**src/rtl/in_port_debouncer.sv**
```systemverilog
// Four-channel input debouncer: two-flop synchronizer, then a per-channel STABLE/COUNT filter.
// Optional macro IN_DEBOUNCE_EDGE_EN adds registered rise_pulse/fall_pulse strobes.
module in_port_debouncer #(
   parameter int unsigned DEBOUNCE_CYCLES = 50000,
   parameter int unsigned CNT_W           = 16
) (
   input  logic       clk,
   input  logic       rst_n,
   input  logic [3:0] pins_in,
`ifdef IN_DEBOUNCE_EDGE_EN
   output logic [3:0] port_out,
   output logic [3:0] rise_pulse,
   output logic [3:0] fall_pulse
`else
   output logic [3:0] port_out
`endif
);

   typedef enum logic {ST_STABLE = 1'b0, ST_COUNT = 1'b1} state_t;

   localparam logic [CNT_W-1:0] CNT_LAST = CNT_W'(DEBOUNCE_CYCLES - 1);
   localparam logic [CNT_W-1:0] CNT_ONE  = CNT_W'(1);

   logic [3:0] sync1_q;
   logic [3:0] sync2_q;
   logic [3:0] stable_vec;
   logic [3:0] stable_next_vec;

   always_ff @(posedge clk or negedge rst_n) begin
      if (!rst_n) begin
         sync1_q <= '0;
         sync2_q <= '0;
      end else begin
         sync1_q <= pins_in;
         sync2_q <= sync1_q;
      end
   end

   genvar gi;
   generate
      for (gi = 0; gi < 4; gi++) begin : g_chan
         state_t           state_q, state_d;
         logic [CNT_W-1:0] count_q, count_d;
         logic             stable_q, stable_d;

         always_ff @(posedge clk or negedge rst_n) begin
            if (!rst_n) begin
               state_q  <= ST_STABLE;
               count_q  <= '0;
               stable_q <= 1'b0;
            end else begin
               state_q  <= state_d;
               count_q  <= count_d;
               stable_q <= stable_d;
            end
         end

         // Entering COUNT already counts the first differing sample, so the
         // level is accepted on the DEBOUNCE_CYCLES-th consecutive mismatch.
         always_comb begin
            state_d  = state_q;
            count_d  = count_q;
            stable_d = stable_q;
            case (state_q)
               ST_STABLE: begin
                  count_d = '0;
                  if (sync2_q[gi] != stable_q) begin
                     if (DEBOUNCE_CYCLES == 1) begin
                        stable_d = sync2_q[gi];
                     end else begin
                        state_d = ST_COUNT;
                        count_d = CNT_ONE;
                     end
                  end
               end
               ST_COUNT: begin
                  if (sync2_q[gi] == stable_q) begin
                     state_d = ST_STABLE;
                     count_d = '0;
                  end else if (count_q >= CNT_LAST) begin
                     state_d  = ST_STABLE;
                     count_d  = '0;
                     stable_d = sync2_q[gi];
                  end else begin
                     count_d = count_q + CNT_ONE;
                  end
               end
               default: begin
                  state_d = ST_STABLE;
                  count_d = '0;
               end
            endcase
         end

         always_comb begin
            stable_vec[gi]      = stable_q;
            stable_next_vec[gi] = stable_d;
         end
      end
   endgenerate

   assign port_out = stable_vec;

`ifdef IN_DEBOUNCE_EDGE_EN
   logic [3:0] rise_q;
   logic [3:0] fall_q;

   always_ff @(posedge clk or negedge rst_n) begin
      if (!rst_n) begin
         rise_q <= '0;
         fall_q <= '0;
      end else begin
         rise_q <= stable_next_vec & ~stable_vec;
         fall_q <= ~stable_next_vec & stable_vec;
      end
   end

   assign rise_pulse = rise_q;
   assign fall_pulse = fall_q;
`else
   // Without strobes the next-state vector has no consumer.
   logic unused_next;
   assign unused_next = ^stable_next_vec;
`endif

endmodule

```
**config.mk**
```make
export PLATFORM = sky130hd
export DESIGN_NAME = in_port_debouncer
export DESIGN_NICKNAME = d
export VERILOG_FILES = /design/src/rtl/in_port_debouncer.sv
export SDC_FILE = /design/constraint.sdc
export NUM_CORES = 1
export LEC_CHECK = 0
export CORE_MARGIN = 8
export CORE_UTILIZATION = 40
export CTS_BUF_LIST = sky130_fd_sc_hd__clkbuf_4
export CTS_CLUSTER_DIAMETER = 100
export DETAILED_ROUTE_END_ITERATION = 8
export PLACE_DENSITY_LB_ADDON = 0.1
export SETUP_SLACK_MARGIN = 0.02
export SLEW_MARGIN = 25
export SYNTH_ARGS = -nofsm -noshare
export SYNTH_HDL_FRONTEND = slang
export SYNTH_SLANG_ARGS = --single-unit
```
**constraint.sdc**
```tcl
create_clock -name clk -period 3.05 [get_ports clk]
set_clock_uncertainty 0.05 [all_clocks]
set_input_delay 0.915 -clock clk [delete_from_list [all_inputs] [get_ports clk]]
set_output_delay 0.915 -clock clk [all_outputs]
set_load 0.02 [all_outputs]
```
## Word level (Yosys, flattened, before mapping)

Index checks and enable logic that the tools add are counted.

- Bits in registers: 80
- Input port bits: 6
- Output and inout bits: 4
- Word-level logic and storage cells: 74

- $add $sub $neg: 4
- Magnitude comparators: 4
- Eq/ne operators: 8
- Muxes and demuxes: 32
- Bitwise gates (word level): 8
- Reductions and logical operators: 4

Operators with widths:

| kind | number |
|---|---|
| $mux W16 | 8 |
| $pmux W16 S2 | 4 |
| $add A16 B1 Y16 const B | 4 |
| $ge A16 B16 Y1 const B | 4 |
| $mux W1 | 16 |
| $reduce_and A3 Y1 | 4 |
| $not A1 Y1 | 8 |
| $pmux W1 S2 | 4 |
| $eq A1 B1 Y1 | 4 |
| $ne A1 B1 Y1 | 4 |

## Logic depth before layout (Yosys ltp)

Gate-level depths: netlist of run 1.

- Depth after elaboration: 4
- Mapped depth: 7
- Depth with buffers taken out: 5

## Worst setup path after synthesis of run 1

No wires, ideal clock.

- Path type: reg2reg
- Start: register g_chan[3].count_q[0]
- End: register g_chan[3].count_q[13]
- Library setup time: 0.072 ns
- Arrival: 1.762 ns
- Required time: 2.928 ns
- Path slack: 1.166 ns
- Stages on the path, launching flop included: 8
- Buffers on the path: 2
- Period minus slack after synthesis: 1.884 ns
- Cells stage by stage: dfrtp_1 -> ha_1 -> nand3_1 -> a211oi_1 -> or4b_1 -> buf_2 -> buf_6 -> nor2_1

- Cells in the longest elaborated chain, start to end: 4
- Elaborated cells between the ends (all ways): 5
- Classes of those cells: 1 x add/sub; 1 x order compare; 3 x mux

RTL lines:

| what | line | text |
|---|---|---|
| start: declaration | 43 | `logic [CNT_W-1:0] count_q, count_d;` |
| start signal: assignment | 53 | `count_q <= count_d;` |
| $add A16 B1 Y16 / $ge A16 B16 Y1 (equally long branches) | 85, 80 |  |
| $mux W16 (*) | 80 | `end else if (count_q >= CNT_LAST) begin` |
| $mux W16 (*) | 77 | `if (sync2_q[gi] == stable_q) begin` |
| $pmux W16 S2 (*) | 64 | `case (state_q)` |
| named net g_chan[3].count_d[13] | 43 |  |

Mark *: on every way through the listed nets, which the timed path passes. The rest lies on a longest branch.
A chain may end at the register's enable or synchronous reset.

## Final worst setup path of run 1

- Start: register g_chan[3].stable_q
- End: output port_out[3]

RTL lines:

| what | line | text |
|---|---|---|
| start: declaration | 44 | `logic stable_q, stable_d;` |
| start signal: assignment | 54 | `stable_q <= stable_d;` |
| end: declaration | 15 | `output logic [3:0] port_out` |

No word-level cell between the ends.

==> impl_metrics.toml, run 1 <==
[outcome]
status = "finished clean"

[drt]
via_per_inst = 4.97
drc_errors = 0
dr.pass1.iters = 4
ant_nets = 0
routedWlPerCell_um = 13.1
drt_iter0_drc = 74
num_vias = 2637
wirelength_um = 6960

[synthesis]
syn_area_sq_um = 3900
synth_seq_area_share = 0.513
postSynthCellCount = 385
syn-num-nets = 395
synth_warnings = 0
netlist_top_cells_count = "dfrtp_1, nor2_1, xnor2_1"
synth_edf_count = 0
synth_most_common_cell = "dfrtp_1"
synth_area_leaders = "dfrtp_1, xnor2_1, nor2_1, nand3_1, nor2_4"
yosysTopAreaCell = "dfrtp_1"
synth_top_area_share = 0.513
postSynthAreaPerCell_sq_um = 10.1
synth.distinct_cells = 34
synth_seq_cells = 80
synth-main-ff-cell = "dfrtp_1"
synthArstFlopShare = 1.00

[grt]
grt_max_degree = 34
overflow = 0
grt_pass1_wl_um = 12800
first_global_vias = 2761
antenna_found_initial = 0
track_usage = 0.120

[clocking]
clk_pin_slew_ns = 0.14
clkLatencyLatePin_ns = 0.41
ctsRootBufferMaster = "clkbuf_4"
cts_sinks = 80
htree_levels = 3
cts_resized = 0
cts_setup_buffers = 0
cts_buffers = 9
clk_path_buf_depth = 2
cts_tree = "built"
hold_buffers = 0

[worst_hold_path]
hp-start = "sync1_q[2]"
holdPathStages = 0
hold_class = "flop to flop"
holdPathEnd = "sync2_q[2]"

[power]
seqPwrFrac = 0.585
p_leak_nw = 1.53
internal_power_mw = 1.44
power.clock.fraction = 0.376
switchingPower_uw = 420
switching_share = 0.226
powerDensity_nw_per_um2 = 438
pwr-share-comb = 0.038
irDropWorstVdd_mv = 0.227

[placement]
dp_hpwl_um = 4720
placement.cell_area_sq_um = 4080
io_buffers = 9
gp_congestion = 0.760

[sta]
whs_ns = 0.310
worst_pin_slew_ns = 0.810
hold_violations = 0
drv_slew = 0
slew_headroom = 0.455
fmax_mhz = 412
rsz0062_at_grt = "false"
period_needed_ns = 2.43
fin_crit_sh = 0.796
setup-violations-final = 0
finalSetupTns_ns = 0

[worst_setup_path]
worst_path_max_delay_cell = "clkdlybuf4s50_1"
cp_max_fo = 3
arrival_ns = 1.46
timing.reg2reg.setup_slack_ns = 0.89
timing.rr.start = "g_chan[3].count_q[0]"
end_kind = "primary output"
critPathBufInv = 1
critPathLaunchType = "flop"
setup.worst_path.class = "flop to primary output"
worst-r2r-cell-count = 5
cp_slowest_stage_delay_ns = 0.65
crit_chain = "clkdlybuf4s50_1"
crit_family = "buffers and inverters"
rr_endpoint = "g_chan[3].count_q[13]"
required_ns = 2.08

[floorplanning]
core_area_sq_um = 9640
die_h_um = 115
initial_utilization = 0.404
die_area_sq_um = 13200
num_rows = 36
io_pins = 10
chipWidth_um = 115

[cells_and_area]
fillers = 964
drive_above_1_share = 0.106
n_antenna_cell = 0
layout.nets = 403
final_area_sq_um = 4240
syn_to_final_growth_pct = 8.79

[job]
max_cap_viol_count = 0
sequential cells by signal, summed over array words and instances, names as in the netlist:
| name | cells |
|---|---|
| g_chan.count_q | 64 |
| g_chan.stable_q | 4 |
| g_chan.state_q | 4 |
| sync1_q | 4 |
| sync2_q | 4 |
cells in the final DEF (no fill, tap or decap), types with 2 or more instances in the layout:
cell              n
inv_1            16
clkbuf_4         10
or4b_1            4
nor4_2            4
bufinv_16         2
clkinv_2          3
nor2_4            9
o211ai_1          3
xnor2_1          47
o21ai_0           2
buf_4             4
nor2_1           72
ha_1              4
nor3b_1           4
nand4_1          12
nor3_1           19
nand2_1          19
nand3_1          23
or3_1             3
a31oi_1           4
a21oi_1           2
xor2_1            7
clkdlybuf4s50_1   8
a21boi_0          4
dfrtp_1          80
mux2_2            4
nor4_1           14
a211oi_1          8
worst register-to-register path: stages, from the launching register on:
cell,delay [ns]
dfrtp_1,0.43
ha_1,0.23
nand3_1,0.26
a211oi_1,0.12
or4b_1,0.79
nor2_1,0.20
metal layers:
layer	global-route usage	wire length [um]	vias up
li1	-	-	1325
met1	0.155	3450	1262
met2	0.186	3170	38
met3	0.0274	209	12
met4	0.0604	125	0
met5	0	0	-
layout make-up:
type	count	area, sq um	area share
tap	133	166	0.0392
inverter	16	60.1	0.0142
multi-input combinational	273	1720	0.406
sequential	80	2000	0.472
timing repair buffer	13	130	0.0307
clock buffer	10	75.1	0.0177
clock inverter	6	83.8	0.0198
worst max path at each step:
| stage | slack (ns) | startpoint | cells past startpoint | to |
|---|---|---|---|---|
| 6_report | 0.62 | g_chan[3].stable_q | 1 | port_out[3] |
| 3_5_place_dp | 0.90 | g_chan[3].count_q[0] | 5 | g_chan[3].count_q[13] |
| 2_1_floorplan | 1.17 | g_chan[3].count_q[0] | 7 | g_chan[3].count_q[13] |
| 4_1_cts | 0.56 | g_chan[3].stable_q | 1 | port_out[3] |
| 5_1_grt | 0.53 | g_chan[3].stable_q | 1 | port_out[3] |
| 3_3_place_gp | 0.98 | g_chan[3].count_q[0] | 5 | g_chan[3].count_q[11] |
power by group through the flow:
stage	logic (mW)	registers, mW	clock network [mW]
6_report	0.0714	1.09	0.699
5_1_grt	0.0836	1.09	0.771
4_1_cts	0.0746	1.09	0.730
3_5_place_dp	0.0741	1.11	0
3_3_place_gp	0.0742	1.11	0
2_1_floorplan	0.0395	1.11	0
cells by family (layout without fill, tap and decap cells):
logic type,after synthesis,in the layout,share of synthesized area
simple gates,187,187,0.254
flops,80,80,0.513
mux,4,4,0.0116
xor+xnor,54,54,0.121
fa+ha+maj,4,4,0.0128
buf+inv,32,45,0.0443
compound gates,24,24,0.0427
per-stage QoR:
| stage | util | worst slack [ns] | total power, mW | std cells |
|---|---|---|---|---|
| after floorplan | - | 1.17 | 1.14 | 385 |
| after global placement | 0.424 | 0.984 | 1.18 | 515 |
| after detailed placement | 0.424 | 0.905 | 1.18 | 515 |
| after CTS | 0.440 | 0.561 | 1.89 | 531 |
| after global routing | 0.440 | 0.528 | 1.95 | 531 |
| final | 0.440 | 0.622 | 1.86 | 531 |
(Power assumes the default switching activity.)
==> run 2, diff against run 1 <==
- clock period: 3.05 -> 2.1 ns (I/O delays scaled with it)
==> impl_metrics.toml, run 2 (synthesized netlist as in run 1, its figures left out) <==
[outcome]
status = "finished clean"

[grt]
grt_max_degree = 43
track_usage = 0.121
first_global_vias = 2679
grt_pass1_wl_um = 12800
antenna_found_initial = 0
overflow = 0

[drt]
wirelength_um = 7130
routedWlPerCell_um = 13.3
ant_nets = 0
drt-met1-wl_um = 3520
via_per_inst = 4.95
drt_iter0_drc = 107
dr.max_layer_used = "met4"
num_vias = 2662
wl_met2_um = 3330
dr_wl_met3_um = 188
drc_errors = 0
dr.pass1.iters = 4

[cells_and_area]
seqCellArea_sq_um = 2000
syn_to_final_growth_pct = 9.92
layout_commonest_cell = "dfrtp_1"
largest_reg_flops = 64
layout.nets = 411
multiInputGateArea_sq_um = 1720
regMostFlops = "g_chan.count_q"
final_cell_mix = "dfrtp_1, nor2_1, xnor2_1"
fillers = 952
drive_above_1_share = 0.116
n_antenna_cell = 0

[clocking]
clk_path_buf_depth = 2
cts_sinks = 80
htree_levels = 3
cts_buffers = 9
hold_buffers = 0
clk_pin_slew_ns = 0.13
cts_tree = "built"
ctsRootBufferMaster = "clkbuf_4"
clkLatencyLatePin_ns = 0.42

[floorplanning]
num_rows = 36
core_area_sq_um = 9640
die_area_sq_um = 13200
initial_utilization = 0.404
io_pins = 10
chipWidth_um = 115
die_h_um = 115

[sta]
fin_ws_ns = 0.168
worst_pin_slew_ns = 0.449
finalSetupTns_ns = 0
fin_crit_sh = 0.920
period_needed_ns = 1.93
setup-violations-final = 0
drv_slew = 0
slew_headroom = 0.698
fmax_mhz = 518
hold_violations = 0
rsz0062_at_grt = "false"

[worst_setup_path]
cp_max_fo = 8
cp_slowest_stage_delay_ns = 0.53
arrival_ns = 2.24
required_ns = 2.40
crit_family = "simple AND/OR/NAND/NOR gates"
worst_path_max_delay_cell = "or4b_1"
crit_chain = "ha_1 -> nand3_1 -> a211oi_1 -> or4b_1 -> buf_4 -> a21oi_1"
critPathBufInv = 1
critPathLaunchType = "flop"
end_kind = "flop"
setup.worst_path.class = "flop to flop"

[placement]
post-place-ws_ns = 0.228
dp_hpwl_um = 4880
gp_congestion = 0.782
io_buffers = 9

[job]
max_cap_viol_count = 0

[power]
powerDensity_nw_per_um2 = 625
p_leak_nw = 1.58
irDropWorstVdd_mv = 0.491

[worst_hold_path]
hold_class = "primary input to asynchronous set/reset pin"
run 2: changes by cell type in the layout (fill, tap and decap cells not counted):
cell | previous run | this run
dlygate4sd2_1 | 0 | 4
clkdlybuf4s50_1 | 8 | 4
clkinv_4 | 1 | 0
clkinv_2 | 3 | 1
buf_4 | 4 | 12
clkinv_1 | 0 | 2
run 2: metrics by stage:
step	total power, mW	utilization	hold slack, ns	cells	cell area [sq um]
6_report	2.68	0.445	0.0561	538	4290
5_1_grt	2.80	0.445	0.0514	538	4290
4_1_cts	2.73	0.445	0.0496	538	4290
3_5_place_dp	1.72	0.430	0.290	523	4140
3_3_place_gp	1.72	0.430	0.282	523	4140
2_1_floorplan	1.66	-	0.281	385	3900
run 2: path summary, 6_finish.rpt:
check | start | endpoint | slack [ns] | cells after the start
min in group clk | sync1_q[2] | sync2_q[2] | 0.31 | 0
max in group asynchronous | rst_n | g_chan[2].count_q[12] | 1.38 | 2
worst max register to register | g_chan[0].count_q[0] | g_chan[0].count_q[13] | 0.17 | 6
worst max-delay path | g_chan[0].count_q[0] | g_chan[0].count_q[13] | 0.17 | 6
worst min register to register | sync1_q[2] | sync2_q[2] | 0.31 | 0
worst min-delay path | rst_n | sync2_q[3] | 0.06 | 1
run 2: where the power goes:
| group | leakage [nW] | total, mW | switching, mW | internal (mW) |
|---|---|---|---|---|
| registers | 1.08 | 1.58 | 0.0183 | 1.56 |
| logic | 0.416 | 0.109 | 0.0711 | 0.0375 |
| clock network | 0.0813 | 0.989 | 0.508 | 0.482 |
run 2: final cells by class:
type / instances / area share
Tap cell: 133 / 0.0388
Multi-Input combinational cell: 273 / 0.402
Timing Repair Buffer: 21 / 0.0432
Inverter: 16 / 0.0140
Clock inverter: 5 / 0.0169
Clock buffer: 10 / 0.0175
Sequential cell: 80 / 0.467
run 2: metal layers:
layer / vias up / track usage
met3: 9 / 0.0369
met4: 0 / 0.0342
met1: 1279 / 0.156
li1: 1345 / -
met2: 29 / 0.191
met5: - / 0
run 2: what timing repair did:
item                                    4_1_cts  5_1_grt
buffers inserted                              0        0
resized for setup                             4        0
endpoints found under the setup margin        4        0
==> run 3, diff against run 2 <==
- DONT_BUFFER_PORTS: default -> 1
==> impl_metrics.toml, run 3 (synthesized netlist as in run 1, its figures left out) <==
[cells_and_area]
final_area_sq_um = 4210
drive_above_1_share = 0.130
layout_commonest_cell = "dfrtp_1"
syn_to_final_growth_pct = 8.02
layout.nets = 405
n_antenna_cell = 0
multiInputGateArea_sq_um = 1720
final_cell_mix = "dfrtp_1, nor2_1, xnor2_1"
regMostFlops = "g_chan.count_q"
seqCellArea_sq_um = 2000
largest_reg_flops = 64
fillers = 964
final_util = 0.437

[clocking]
cts_buffers = 9
cts_sinks = 80
ctsRootBufferMaster = "clkbuf_4"
clk_pin_slew_ns = 0.13
htree_levels = 3
clk_path_buf_depth = 2
cts_setup_buffers = 0
clkLatencyLatePin_ns = 0.43
cts_resized = 0
cts_tree = "built"

[drt]
drt_iter0_drc = 122
routedWlPerCell_um = 13.3
via_per_inst = 4.94
drc_errors = 0
wirelength_um = 7080
num_vias = 2633
dr.pass1.iters = 4
ant_nets = 0

[grt]
first_global_vias = 2605
overflow = 0
antenna_found_initial = 0
grt_pass1_wl_um = 12400
grt_max_degree = 81
track_usage = 0.120

[floorplanning]
die_area_sq_um = 13200
io_pins = 10
die_h_um = 115
core_area_sq_um = 9640
initial_utilization = 0.404
num_rows = 36
chipWidth_um = 115

[worst_setup_path]
crit_chain = "nor4_2 -> nor2_1 -> or4b_1 -> buf_4 -> nor2_1"
cp_max_fo = 11
worst_path_max_delay_cell = "or4b_1"
end_kind = "flop"
required_ns = 2.42
setup.worst_path.class = "flop to flop"
critPathLaunchType = "flop"
arrival_ns = 2.20
cp_slowest_stage_delay_ns = 0.54
critPathBufInv = 1
crit_family = "simple AND/OR/NAND/NOR gates"
crit_top_cell = "nor2_1"

[power]
powerDensity_nw_per_um2 = 614
p_leak_nw = 1.52
irDropWorstVdd_mv = 0.325

[sta]
hold_violations = 80
finalSetupTns_ns = 0
slew_headroom = 0.666
drv_slew = 0
fin_crit_sh = 0.896
period_needed_ns = 1.88
fmax_mhz = 532
worst_pin_slew_ns = 0.496
rsz0062_at_grt = "false"
setup-violations-final = 0
whs_ns = -0.182

[job]
max_cap_viol_count = 0

[placement]
placement.cell_area_sq_um = 4070
gp_congestion = 0.766
io_buffers = 0
dp_hpwl_um = 4780

[outcome]
violations = "hold timing"
status = "complete, but fails checks"

[worst_hold_path]
hold_class = "primary input to asynchronous set/reset pin"
-- run 3: cell types whose count changed in the layout (fill, tap and decap cells not counted), sizes merged --
cell           previous run  this run
dlygate4sd2               4         0
clkinvlp                  0         3
clkinv                    3         1
buf                      13        15
inv                      16        18
clkbuf                   10         9
bufinv                    2         1
clkdlybuf4s50             4         0
-- run 3: final cells by class --
type                            count  share of cell area
Sequential cell                    80               0.475
Multi-Input combinational cell    273               0.409
Tap cell                          133              0.0395
Timing Repair Buffer               15              0.0267
Clock inverter                      7              0.0187
Clock buffer                        9              0.0160
Inverter                           16              0.0143
-- run 3: stage by stage --
stage                     total power [mW]  std cells  setup slack [ns]
after global placement                1.68        517             0.238
after floorplan                       1.66        385             0.216
final                                 2.59        533             0.219
after detailed placement              1.68        517             0.228
after global routing                  2.71        533             0.110
after CTS                             2.65        533             0.199
-- run 3: report_power, final --
part / total (mW) / internal (mW) / switching [mW]
registers: 1.58 / 1.56 / 0.0187
clock network: 0.938 / 0.372 / 0.567
logic: 0.0678 / 0.0278 / 0.0400
total: 2.59 / 1.96 / 0.625
-- run 3: metal layers --
layer | GRT usage | wire length (um) | up-vias
li1 | - | - | 1337
met1 | 0.154 | 3460 | 1262
met3 | 0.0464 | 274 | 5
met2 | 0.184 | 3280 | 29
met5 | 0 | 0 | -
met4 | 0.0368 | 57 | 0
-- run 3: worst paths after layout --
kind,from,end,slack [ns],cells after the start
min in group clk,pins_in[3],sync1_q[3],0.16,0
hold reg to reg,sync1_q[1],sync2_q[1],0.32,0
setup reg to reg,g_chan[2].count_q[12],g_chan[2].count_q[1],0.22,5
setup / recovery,g_chan[2].count_q[12],g_chan[2].count_q[1],0.22,5
hold / removal,rst_n,g_chan[3].state_q,-0.18,0
max in group asynchronous,rst_n,g_chan[0].count_q[11],2.06,0
